File: src/rtl/pc_ship_placement_sequencer_if.sv
// Bundle between the computer-side ship placement sequencer and its users.
// The master drives the request and the random sources; the slave (the
// sequencer) returns the PC board and the status flags.
interface pc_ship_placement_sequencer_if #(
    parameter int BOARD = 5
);
    logic                       start;
    logic [2:0]                 numBarcos;
    logic [3:0]                 filaRandom;
    logic [3:0]                 columnaRandom;
    logic                       orientRandom;
    logic [BOARD*BOARD*3-1:0]   tablero;
    logic [BOARD*BOARD-1:0]     ocupado;
    logic                       busy;
    logic                       barcosColocados;
    logic                       error;
    logic [6:0]                 intentos;

    modport master (
        output start, numBarcos, filaRandom, columnaRandom, orientRandom,
        input  tablero, ocupado, busy, barcosColocados, error, intentos
    );

    modport slave (
        input  start, numBarcos, filaRandom, columnaRandom, orientRandom,
        output tablero, ocupado, busy, barcosColocados, error, intentos
    );
endinterface

File: src/rtl/pc_ship_placement_sequencer.sv
// Places the computer's ships on the BOARD x BOARD grid, largest first.
// Each ship draws a random origin/orientation, is checked one cell per
// cycle for bounds and overlap, and only then written one cell per cycle,
// so a rejected attempt never leaves partial cells behind.
module pc_ship_placement_sequencer #(
    parameter int BOARD     = 5,
    parameter int MAX_SHIP  = 5,
    parameter int MAX_TRIES = 64
) (
    input  logic                          clk,
    input  logic                          reset,
    pc_ship_placement_sequencer_if.slave  bus
);

    localparam int CELLS = BOARD * BOARD;
    localparam int IDX_W = $clog2(CELLS);

    localparam logic [2:0] ST_IDLE   = 3'd0;
    localparam logic [2:0] ST_SAMPLE = 3'd1;
    localparam logic [2:0] ST_CHECK  = 3'd2;
    localparam logic [2:0] ST_WRITE  = 3'd3;
    localparam logic [2:0] ST_DONE   = 3'd4;
    localparam logic [2:0] ST_FAIL   = 3'd5;

    logic [2:0]          state_r, state_s;
    logic [2:0]          size_r, size_s;
    logic [3:0]          f_r, f_s;
    logic [3:0]          c_r, c_s;
    logic                o_r, o_s;
    logic [2:0]          k_r, k_s;
    logic [CELLS*3-1:0]  tablero_r, tablero_s;
    logic [CELLS-1:0]    ocupado_r, ocupado_s;
    logic [6:0]          intentos_r, intentos_s;
    logic                busy_r, busy_s;
    logic                done_r, done_s;
    logic                error_r, error_s;

    // Cell addressed by the current ship at offset k. Coordinates are kept
    // 5 bits wide so an out-of-range row/column never wraps into the board.
    logic [4:0]          row_s, col_s;
    logic                in_range_s;
    logic [IDX_W-1:0]    idx_s;
    logic [6:0]          base_s;
    logic                reject_s;
    logic                last_cell_s;

    assign row_s       = {1'b0, f_r} + (o_r ? {2'b00, k_r} : 5'd0);
    assign col_s       = {1'b0, c_r} + (o_r ? 5'd0 : {2'b00, k_r});
    assign in_range_s  = (row_s < 5'(BOARD)) && (col_s < 5'(BOARD));
    assign idx_s       = IDX_W'(row_s) * IDX_W'(BOARD) + IDX_W'(col_s);
    assign base_s      = 7'(idx_s) * 7'd3;
    assign reject_s    = !in_range_s || ocupado_r[idx_s];
    assign last_cell_s = (k_r == size_r - 3'd1);

    assign busy_s  = (state_s == ST_SAMPLE) || (state_s == ST_CHECK) || (state_s == ST_WRITE);
    assign done_s  = (state_s == ST_DONE);
    assign error_s = (state_s == ST_FAIL);

    // Next-state and datapath update for the placement controller.
    always_comb begin
        state_s    = state_r;
        size_s     = size_r;
        f_s        = f_r;
        c_s        = c_r;
        o_s        = o_r;
        k_s        = k_r;
        tablero_s  = tablero_r;
        ocupado_s  = ocupado_r;
        intentos_s = intentos_r;

        case (state_r)
            ST_IDLE, ST_DONE, ST_FAIL: begin
                if (bus.start) begin
                    tablero_s  = '0;
                    ocupado_s  = '0;
                    intentos_s = 7'd0;
                    k_s        = 3'd0;
                    if (bus.numBarcos == 3'd0) begin
                        state_s = ST_DONE;
                    end else if (32'(bus.numBarcos) > 32'(MAX_SHIP)) begin
                        state_s = ST_FAIL;
                    end else begin
                        size_s  = bus.numBarcos;
                        state_s = ST_SAMPLE;
                    end
                end else begin
                    state_s = state_r;
                end
            end

            ST_SAMPLE: begin
                f_s        = bus.filaRandom;
                c_s        = bus.columnaRandom;
                o_s        = bus.orientRandom;
                intentos_s = intentos_r + 7'd1;
                k_s        = 3'd0;
                state_s    = ST_CHECK;
            end

            ST_CHECK: begin
                if (reject_s) begin
                    k_s = 3'd0;
                    if (intentos_r == 7'(MAX_TRIES)) begin
                        state_s = ST_FAIL;
                    end else begin
                        state_s = ST_SAMPLE;
                    end
                end else if (last_cell_s) begin
                    k_s     = 3'd0;
                    state_s = ST_WRITE;
                end else begin
                    k_s = k_r + 3'd1;
                end
            end

            ST_WRITE: begin
                tablero_s[base_s +: 3] = size_r;
                ocupado_s[idx_s]       = 1'b1;
                if (last_cell_s) begin
                    k_s = 3'd0;
                    if (size_r == 3'd1) begin
                        state_s = ST_DONE;
                    end else begin
                        size_s     = size_r - 3'd1;
                        intentos_s = 7'd0;
                        state_s    = ST_SAMPLE;
                    end
                end else begin
                    k_s = k_r + 3'd1;
                end
            end

            default: begin
                state_s = ST_IDLE;
            end
        endcase
    end

    // State and output registers; reset discards any partial board.
    always_ff @(posedge clk) begin
        if (!reset) begin
            state_r    <= ST_IDLE;
            size_r     <= 3'd0;
            f_r        <= 4'd0;
            c_r        <= 4'd0;
            o_r        <= 1'b0;
            k_r        <= 3'd0;
            tablero_r  <= '0;
            ocupado_r  <= '0;
            intentos_r <= 7'd0;
            busy_r     <= 1'b0;
            done_r     <= 1'b0;
            error_r    <= 1'b0;
        end else begin
            state_r    <= state_s;
            size_r     <= size_s;
            f_r        <= f_s;
            c_r        <= c_s;
            o_r        <= o_s;
            k_r        <= k_s;
            tablero_r  <= tablero_s;
            ocupado_r  <= ocupado_s;
            intentos_r <= intentos_s;
            busy_r     <= busy_s;
            done_r     <= done_s;
            error_r    <= error_s;
        end
    end

    assign bus.tablero         = tablero_r;
    assign bus.ocupado         = ocupado_r;
    assign bus.busy            = busy_r;
    assign bus.barcosColocados = done_r;
    assign bus.error           = error_r;
    assign bus.intentos        = intentos_r;

endmodule

File: src/flat_wrapper.sv
// flat-port wrapper written by rule: the top's interface ports become plain ports
module pc_ship_placement_sequencer_flat 
#(
    parameter int BOARD     = 5,
    parameter int MAX_SHIP  = 5,
    parameter int MAX_TRIES = 64
)
  (clk, reset, bus_start, bus_numBarcos, bus_filaRandom, bus_columnaRandom, bus_orientRandom, bus_tablero, bus_ocupado, bus_busy, bus_barcosColocados, bus_error, bus_intentos);
  pc_ship_placement_sequencer_if #(.BOARD(BOARD)) bus_i ();
  input  logic clk;
  input  logic reset;
  input wire logic [$bits(bus_i.start)-1:0] bus_start;
  input wire logic [$bits(bus_i.numBarcos)-1:0] bus_numBarcos;
  input wire logic [$bits(bus_i.filaRandom)-1:0] bus_filaRandom;
  input wire logic [$bits(bus_i.columnaRandom)-1:0] bus_columnaRandom;
  input wire logic [$bits(bus_i.orientRandom)-1:0] bus_orientRandom;
  output wire logic [$bits(bus_i.tablero)-1:0] bus_tablero;
  output wire logic [$bits(bus_i.ocupado)-1:0] bus_ocupado;
  output wire logic [$bits(bus_i.busy)-1:0] bus_busy;
  output wire logic [$bits(bus_i.barcosColocados)-1:0] bus_barcosColocados;
  output wire logic [$bits(bus_i.error)-1:0] bus_error;
  output wire logic [$bits(bus_i.intentos)-1:0] bus_intentos;
  assign bus_i.start = bus_start;
  assign bus_i.numBarcos = bus_numBarcos;
  assign bus_i.filaRandom = bus_filaRandom;
  assign bus_i.columnaRandom = bus_columnaRandom;
  assign bus_i.orientRandom = bus_orientRandom;
  assign bus_tablero = bus_i.tablero;
  assign bus_ocupado = bus_i.ocupado;
  assign bus_busy = bus_i.busy;
  assign bus_barcosColocados = bus_i.barcosColocados;
  assign bus_error = bus_i.error;
  assign bus_intentos = bus_i.intentos;
  pc_ship_placement_sequencer #(.BOARD(BOARD), .MAX_SHIP(MAX_SHIP), .MAX_TRIES(MAX_TRIES)) u_core (.clk(clk), .reset(reset), .bus(bus_i));
endmodule
File: config.mk
export PLATFORM = sky130hd
export DESIGN_NAME = pc_ship_placement_sequencer_flat
export DESIGN_NICKNAME = d
export VERILOG_FILES = /design/src/rtl/pc_ship_placement_sequencer_if.sv /design/src/rtl/pc_ship_placement_sequencer.sv /design/src/flat_wrapper.sv
export SDC_FILE = /design/constraint.sdc
export NUM_CORES = 1
export LEC_CHECK = 0
export CORE_AREA = 2 2 99 120
export DETAILED_ROUTE_END_ITERATION = 12
export DIE_AREA = 0 0 101 122
export PLACE_DENSITY_LB_ADDON = 0.05
export SYNTH_ARGS = -nofsm -noshare
export SYNTH_HDL_FRONTEND = slang
export SYNTH_SLANG_ARGS = --single-unit
File: constraint.sdc
create_clock -name clk -period 13.06 [get_ports clk]
set_input_delay 2.612 -clock clk [delete_from_list [all_inputs] [get_ports clk]]
set_output_delay 2.612 -clock clk [all_outputs]
set_load 0.01 [all_outputs]
==> results by group, run 1 <==
Logic synthesis
  • Top cell type's share of synthesized area: 41.89%
  • #FFs+latches synth: 128
  • Avg Inst Size Synth: 9.130 sq um
  • Synth unique cells: 55
  • Area leader, netlist: dfxtp_1
  • Syn. warnings: 0
  • Top post-synthesis cells by area: dfxtp_1 42%, mux2i_1 8.5%, nand2_1 6.1%, ha_1 5.1%, nand3_1 3.4%
  • Syn Std Cell Area: 6117 sq um
  • Top post-synthesis cells by count: 128 x dfxtp_1, 100 x nand2_1, 56 x nor2_1
  • Post-synth EDFFs: 0
  • Ys flop type: dfxtp_1
  • Most common cell in the netlist: dfxtp_1
  • Syn nets: 714
  • Cell count after synthesis: 670
  • Seq/Total Area, Yosys: 41.89%
  • Ys async rst share: 0%

CTS
  • Worst-path clk slew: 0.05 ns
  • CTS tree: built
  • H-tree depth: 4
  • Clock sink count: 128
  • Clock tree root buffer cell: clkbuf_16
  • CTS Hold Bufs: 0
  • Clk_lat worst skew: 0.42 ns
  • Clk buf depth: 2
  • Setup Fix Bufs, Post-CTS: 0
  • Cts bufs inserted: 17
  • CTS-repair resized insts: 0

Detailed routing
  • Met1 WL: 6.527 mm
  • DR WL met3: 775 um
  • Via count: 5404
  • Drt initial violations: 311
  • WL/cell: 17.62 um
  • TritonRoute pass-1 iters: 7
  • Uppermost layer routed: met4
  • Final WL: 16.23 mm
  • Drt drc: 0
  • Via density: 5.868
  • Final ANT Viol Nets: 0
  • Met2 wire len: 8.621 mm

Timing
  • Endpoints failing hold: 0
  • Post-route clock period utilization: 41.43%
  • Slew headroom: 19.17%
  • Period minus WS final: 5.411 ns
  • FMAX: 184.8 MHz
  • RSZ-0062 raised after global routing: no
  • Max-slew violation count: 0
  • Final TNS setup: 0 ns
  • Endpoints failing setup: 0
  • Worst Clk Skew: 0.006443 ns
  • Hold_ws: 0.4523 ns
  • Worst-Margin Slew: 1.210 ns

Floorplanning
  • # IOs: 125
  • Chip height: 122 um
  • Cell Rows: 43
  • Die X: 101 um
  • Core Region: 11300 sq um
  • Starting Density: 54.14%
  • Die footprint: 12320 sq um

Placement
  • DPL Wire Length: 11.73 mm
  • Routability cong.: 0.9169
  • Number of port buffers: 124

Pwr
  • P_sw: 0.0003171 W
  • Sw Share: 27.83%
  • Leakage: 3.131 nW
  • Clock group share of total power: 47.4%
  • Total power: 0.001139 W
  • Pwr per Cell Area: 141.4 nW/um^2
  • Int Power: 0.0008223 W
  • Comb power frac: 16.9%
  • Sequential power share: 35.8%
  • Maximum VDD drop: 0.1191 mV

Global routing
  • Number of global-route vias before repair: 5294
  • GRT overflow: 0
  • First-pass GRT wire length: 26.06 mm
  • Largest net degree at the start of global routing: 58
  • Overall routing resource usage: 26.87%
  • Initial antenna violation count: 0

Layout
  • Layout cell share with drive strength beyond 1: 7.761%
  • N_diodes: 0
  • Layout fillers: 863
  • Syn-to-layout area delta: 31.74%
  • Layout net count: 817

Worst setup path
  • Reg2reg start: u_core.k_r[1]$_SDFFE_PN0P_
  • Crit-path max FO: 57
  • Worst Path Required: 13.38 ns
  • Worst setup SP type: input port
  • CP Capture Type: register
  • Setup CP Type: in2reg
  • Crit path from: reset
  • Worst EP arrival: 5.73 ns

Run status
  • Status: complete, no violations

Worst hold path
  • Hold crit path type: reg2reg
  • Hold_sp: u_core.bus.tablero[56]$_SDFFE_PN0P_

Job
  • Max-cap violation count: 0
==> final timing paths <==
| kind | cells after the start | endpoint | slack, ns |
|---|---|---|---|
| max | 5 | u_core.bus.tablero[62]$_SDFFE_PN0P_ | 7.65 |
| min | 2 | u_core.bus.tablero[56]$_SDFFE_PN0P_ | 0.45 |
| max reg2reg | 14 | u_core.bus.tablero[54]$_SDFFE_PN0P_ | 8.01 |
| min reg2reg | 2 | u_core.bus.tablero[56]$_SDFFE_PN0P_ | 0.45 |
==> stage by stage <==
step | area, sq um | utilization [%] | instances | setup slack, ns
finish | 8059 | 71.33 | 921 | 7.649
global route | 8059 | 71.33 | 921 | 7.366
CTS | 8059 | 71.33 | 921 | 7.706
detailed placement | 7382 | 65.34 | 889 | 7.323
global placement | 7382 | 65.34 | 889 | 7.471
floorplan | 6117 | - | 670 | 8.787
==> area by class of cell <==
| class | instances | area, sq um | area share [%] |
|---|---|---|---|
| multi-input combinational | 490 | 3357 | 41.66 |
| sequential | 128 | 2562 | 31.80 |
| timing repair buffer | 126 | 1256 | 15.59 |
| clock buffer | 20 | 446.7 | 5.543 |
| clock inverter | 12 | 230.2 | 2.857 |
| tap | 135 | 168.9 | 2.096 |
| inverter | 10 | 37.54 | 0.4658 |
==> flip-flops by register name, summed over array words and instances, names as in the netlist, 3 cells and up <==
name and cells:
u_core.bus.intentos 7, u_core.bus.tablero 75, u_core.size_r 3, u_core.k_r 3
u_core.state_r 3, u_core.bus.ocupado 25, u_core.f_r 4, u_core.c_r 4
==> cell families after synthesis <==
| family | after synthesis | synth area share (%) |
|---|---|---|
| muxes | 59 | 10.96 |
| xor gates and xnor gates | 22 | 4.295 |
| buffers and inverters | 52 | 3.354 |
| adders and majority gates | 29 | 6.423 |
| and+or+nand+nor | 266 | 20.43 |
| AOI/OAI and AO/OA | 114 | 12.64 |
| DFF | 128 | 41.89 |
==> worst max-delay path, cell delays in order <==
cell and delay, ns:
clkdlybuf4s50_1 1.05, inv_2 0.58, nor2_4 1.08, nand3_1 0.21
o21ai_0 0.16
==> layout by cell type (no fill, tap or decap), drive strengths merged, types with 2 or more instances in the layout <==
master / count
and4: 5
a31oi: 6
and3: 8
nor2b: 5
xnor2: 9
or3: 6
a21oi: 29
nand2: 100
nor3: 16
nand4: 8
dfxtp: 128
nand3: 42
bufinv: 6
mux2i: 52
and2: 6
clkinv: 3
clkinvlp: 2
xor2: 12
or2: 5
nor3b: 2
fa: 4
a21o: 5
clkbuf: 20
o21a: 2
clkdlybuf4s50: 124
mux4: 6
inv: 11
nor2: 56
buf: 2
a22oi: 24
o21ai: 19
o2111ai: 2
nand2b: 3
ha: 25
o2bb2ai: 12
a211oi: 5
a32oi: 2
nor4: 2
==> routing by layer <==
| metal | track usage (%) | up-vias |
|---|---|---|
| li1 | - | 2590 |
| met1 | 30.76 | 2598 |
| met2 | 49.96 | 182 |
| met3 | 4.303 | 34 |
| met4 | 9.544 | 0 |
| met5 | 0 | - |
==> power by group through the flow <==
stage / clock network (W) / registers (W) / logic [W]
floorplan: 0 / 0.000411 / 0.000145
global placement: 0 / 0.000416 / 0.000184
detailed placement: 0 / 0.000416 / 0.000188
CTS: 0.000543 / 0.000407 / 0.000190
global route: 0.000561 / 0.000409 / 0.000209
finish: 0.000540 / 0.000408 / 0.000192
Power figures use the tool's default switching activity.
==> run 2: changes to the inputs <==
CORE_AREA = 2 2 103 124   (was 2 2 99 120)
DIE_AREA = 0 0 105 126   (was 0 0 101 122)
clock period = 5.26 ns   (was 13.06 ns; I/O delays follow)
==> run 2 against run 1 <==
Critical path depth rose by 9. Sequential share of layout area up 0.24 points. Combinational power grew 150%. Via count up 1.1%. Cell count up 3.1%. Critical path type is now reg2reg.
==> results by group, run 2 (same netlist as run 1, synthesis figures left out) <==
CTS
  • CTS tree: built
  • CTS Hold Bufs: 0
  • CTS-repair resized insts: 0
  • Cts bufs inserted: 17
  • Clk_lat worst skew: 0.41 ns
  • Worst-path clk slew: 0.06 ns
  • Setup Fix Bufs, Post-CTS: 0
  • H-tree depth: 4
  • Clk buf depth: 2
  • Clock sink count: 128
  • Clock tree root buffer cell: clkbuf_16

Global routing
  • First-pass GRT wire length: 27.25 mm
  • Largest net degree at the start of global routing: 58
  • Initial antenna violation count: 0
  • GRT overflow: 0
  • Number of global-route vias before repair: 5415
  • Overall routing resource usage: 25.82%

Timing
  • Max-slew violation count: 0
  • Worst Clk Skew: 0.007742 ns
  • Worst-Margin Slew: 0.8998 ns
  • Post-route clock period utilization: 91.69%
  • Hold_ws: 0.4556 ns
  • RSZ-0062 raised after global routing: no
  • Slew headroom: 39.72%
  • FMAX: 207.3 MHz
  • Endpoints failing setup: 0
  • Period minus WS final: 4.823 ns
  • Endpoints failing hold: 0
  • Final TNS setup: 0 ns

Placement
  • DPL Wire Length: 12.49 mm
  • Number of port buffers: 124
  • Routability cong.: 0.8789

Pwr
  • Leakage: 3.094 nW
  • Total power: 0.002597 W
  • Pwr per Cell Area: 324.7 nW/um^2
  • Maximum VDD drop: 0.1989 mV

Worst setup path
  • Slowest CP cell: xnor2_2
  • Worst setup SP type: register
  • WP buf/inv: 0
  • Crit path largest cell delay: 0.71 ns
  • CP Capture Type: register
  • Cell Chain, Critical Path: and2_1 > ha_1 > a21o_1 > a21oi_1 > xnor2_1 > ha_1 > fa_1 > ha_1 > a21oi_1 > xnor2_2 > xnor2_2 > nand2_1 > nor3_1 > mux2i_1
  • Crit-path max FO: 14
  • Cell mode on critical path: ha_1
  • CP top delay family: adder cells
  • Worst EP arrival: 5.15 ns
  • Register-to-Register Setup Slack: 0.44 ns
  • Setup CP Type: reg2reg
  • Worst Path Required: 5.59 ns

Job
  • Max-cap violation count: 0

Detailed routing
  • Final ANT Viol Nets: 0
  • TritonRoute pass-1 iters: 5
  • WL/cell: 17.67 um
  • Via density: 5.748
  • Drt drc: 0
  • Drt initial violations: 363
  • Final WL: 16.79 mm
  • Via count: 5461

Layout
  • N_diodes: 0
  • Max reg flops: 75
  • Syn-to-layout area delta: 30.74%
  • Layout fillers: 1043
  • Commonest non-fill, non-tap cell in the layout: dfxtp_1
  • Layout net count: 820
  • Layout cell share with drive strength beyond 1: 8.365%
  • Commonest cells after routing, fill and taps aside: 128 x dfxtp_1, 124 x clkdlybuf4s50_1, 100 x nand2_1

Floorplanning
  • Chip height: 126 um
  • Die footprint: 13230 sq um
  • Cell Rows: 44
  • Die X: 105 um
  • Core Region: 12000 sq um
  • Starting Density: 50.97%
  • # IOs: 125

Worst hold path
  • Hold crit path type: reg2reg

Run status
  • Status: complete, no violations
==> run 2: path summary, 6_finish.rpt <==
path	cells after the start	startpoint	end
max	14	u_core.k_r[1]$_SDFFE_PN0P_	u_core.bus.tablero[55]$_SDFFE_PN0P_
min	2	u_core.bus.tablero[10]$_SDFFE_PN0P_	u_core.bus.tablero[10]$_SDFFE_PN0P_
min reg2reg	2	u_core.bus.tablero[10]$_SDFFE_PN0P_	u_core.bus.tablero[10]$_SDFFE_PN0P_
max reg2reg	14	u_core.k_r[1]$_SDFFE_PN0P_	u_core.bus.tablero[55]$_SDFFE_PN0P_
==> run 2: tightest hold or removal path: stages (launching register included) <==
cell and delay, ns:
dfxtp_1 0.31, nand2_1 0.05, mux2i_1 0.05
==> run 2: final cells by class <==
class	instances	area, sq um	area share (%)
multi-input combinational	490	3357	41.97
clock buffer	17	425.4	5.319
timing repair buffer	129	1279	15.99
sequential	128	2562	32.04
clock inverter	15	135.1	1.690
tap	161	201.4	2.519
inverter	10	37.54	0.4693
==> run 2: through the flow <==
step           std cells  area, sq um  util, %  setup WS [ns]
2_1_floorplan        670         6117        -         0.9866
3_3_place_gp         918         7437    61.97         0.7330
3_5_place_dp         918         7437    61.97         0.5062
4_1_cts              950         7998    66.64         0.4592
5_1_grt              950         7998    66.64        0.08724
6_report             950         7998    66.64         0.4371
==> run 2: power by group <==
part / switching, W / total (W) / internal, W / leakage [nW]
Combinational: 0.000325 / 0.000478 / 0.000152 / 1.79
Sequential: 0.0000268 / 0.00101 / 0.000986 / 1.03
Clock: 0.000452 / 0.00111 / 0.000654 / 0.268
==> run 2: routing by layer <==
metal  wire [um]  up-vias  global-route usage (%)
met5           0        -                       0
met4         728        0                   13.25
met3         851       57                   5.487
met2        8605      195                   46.07
met1        6601     2612                   28.81
li1            -     2597                       -
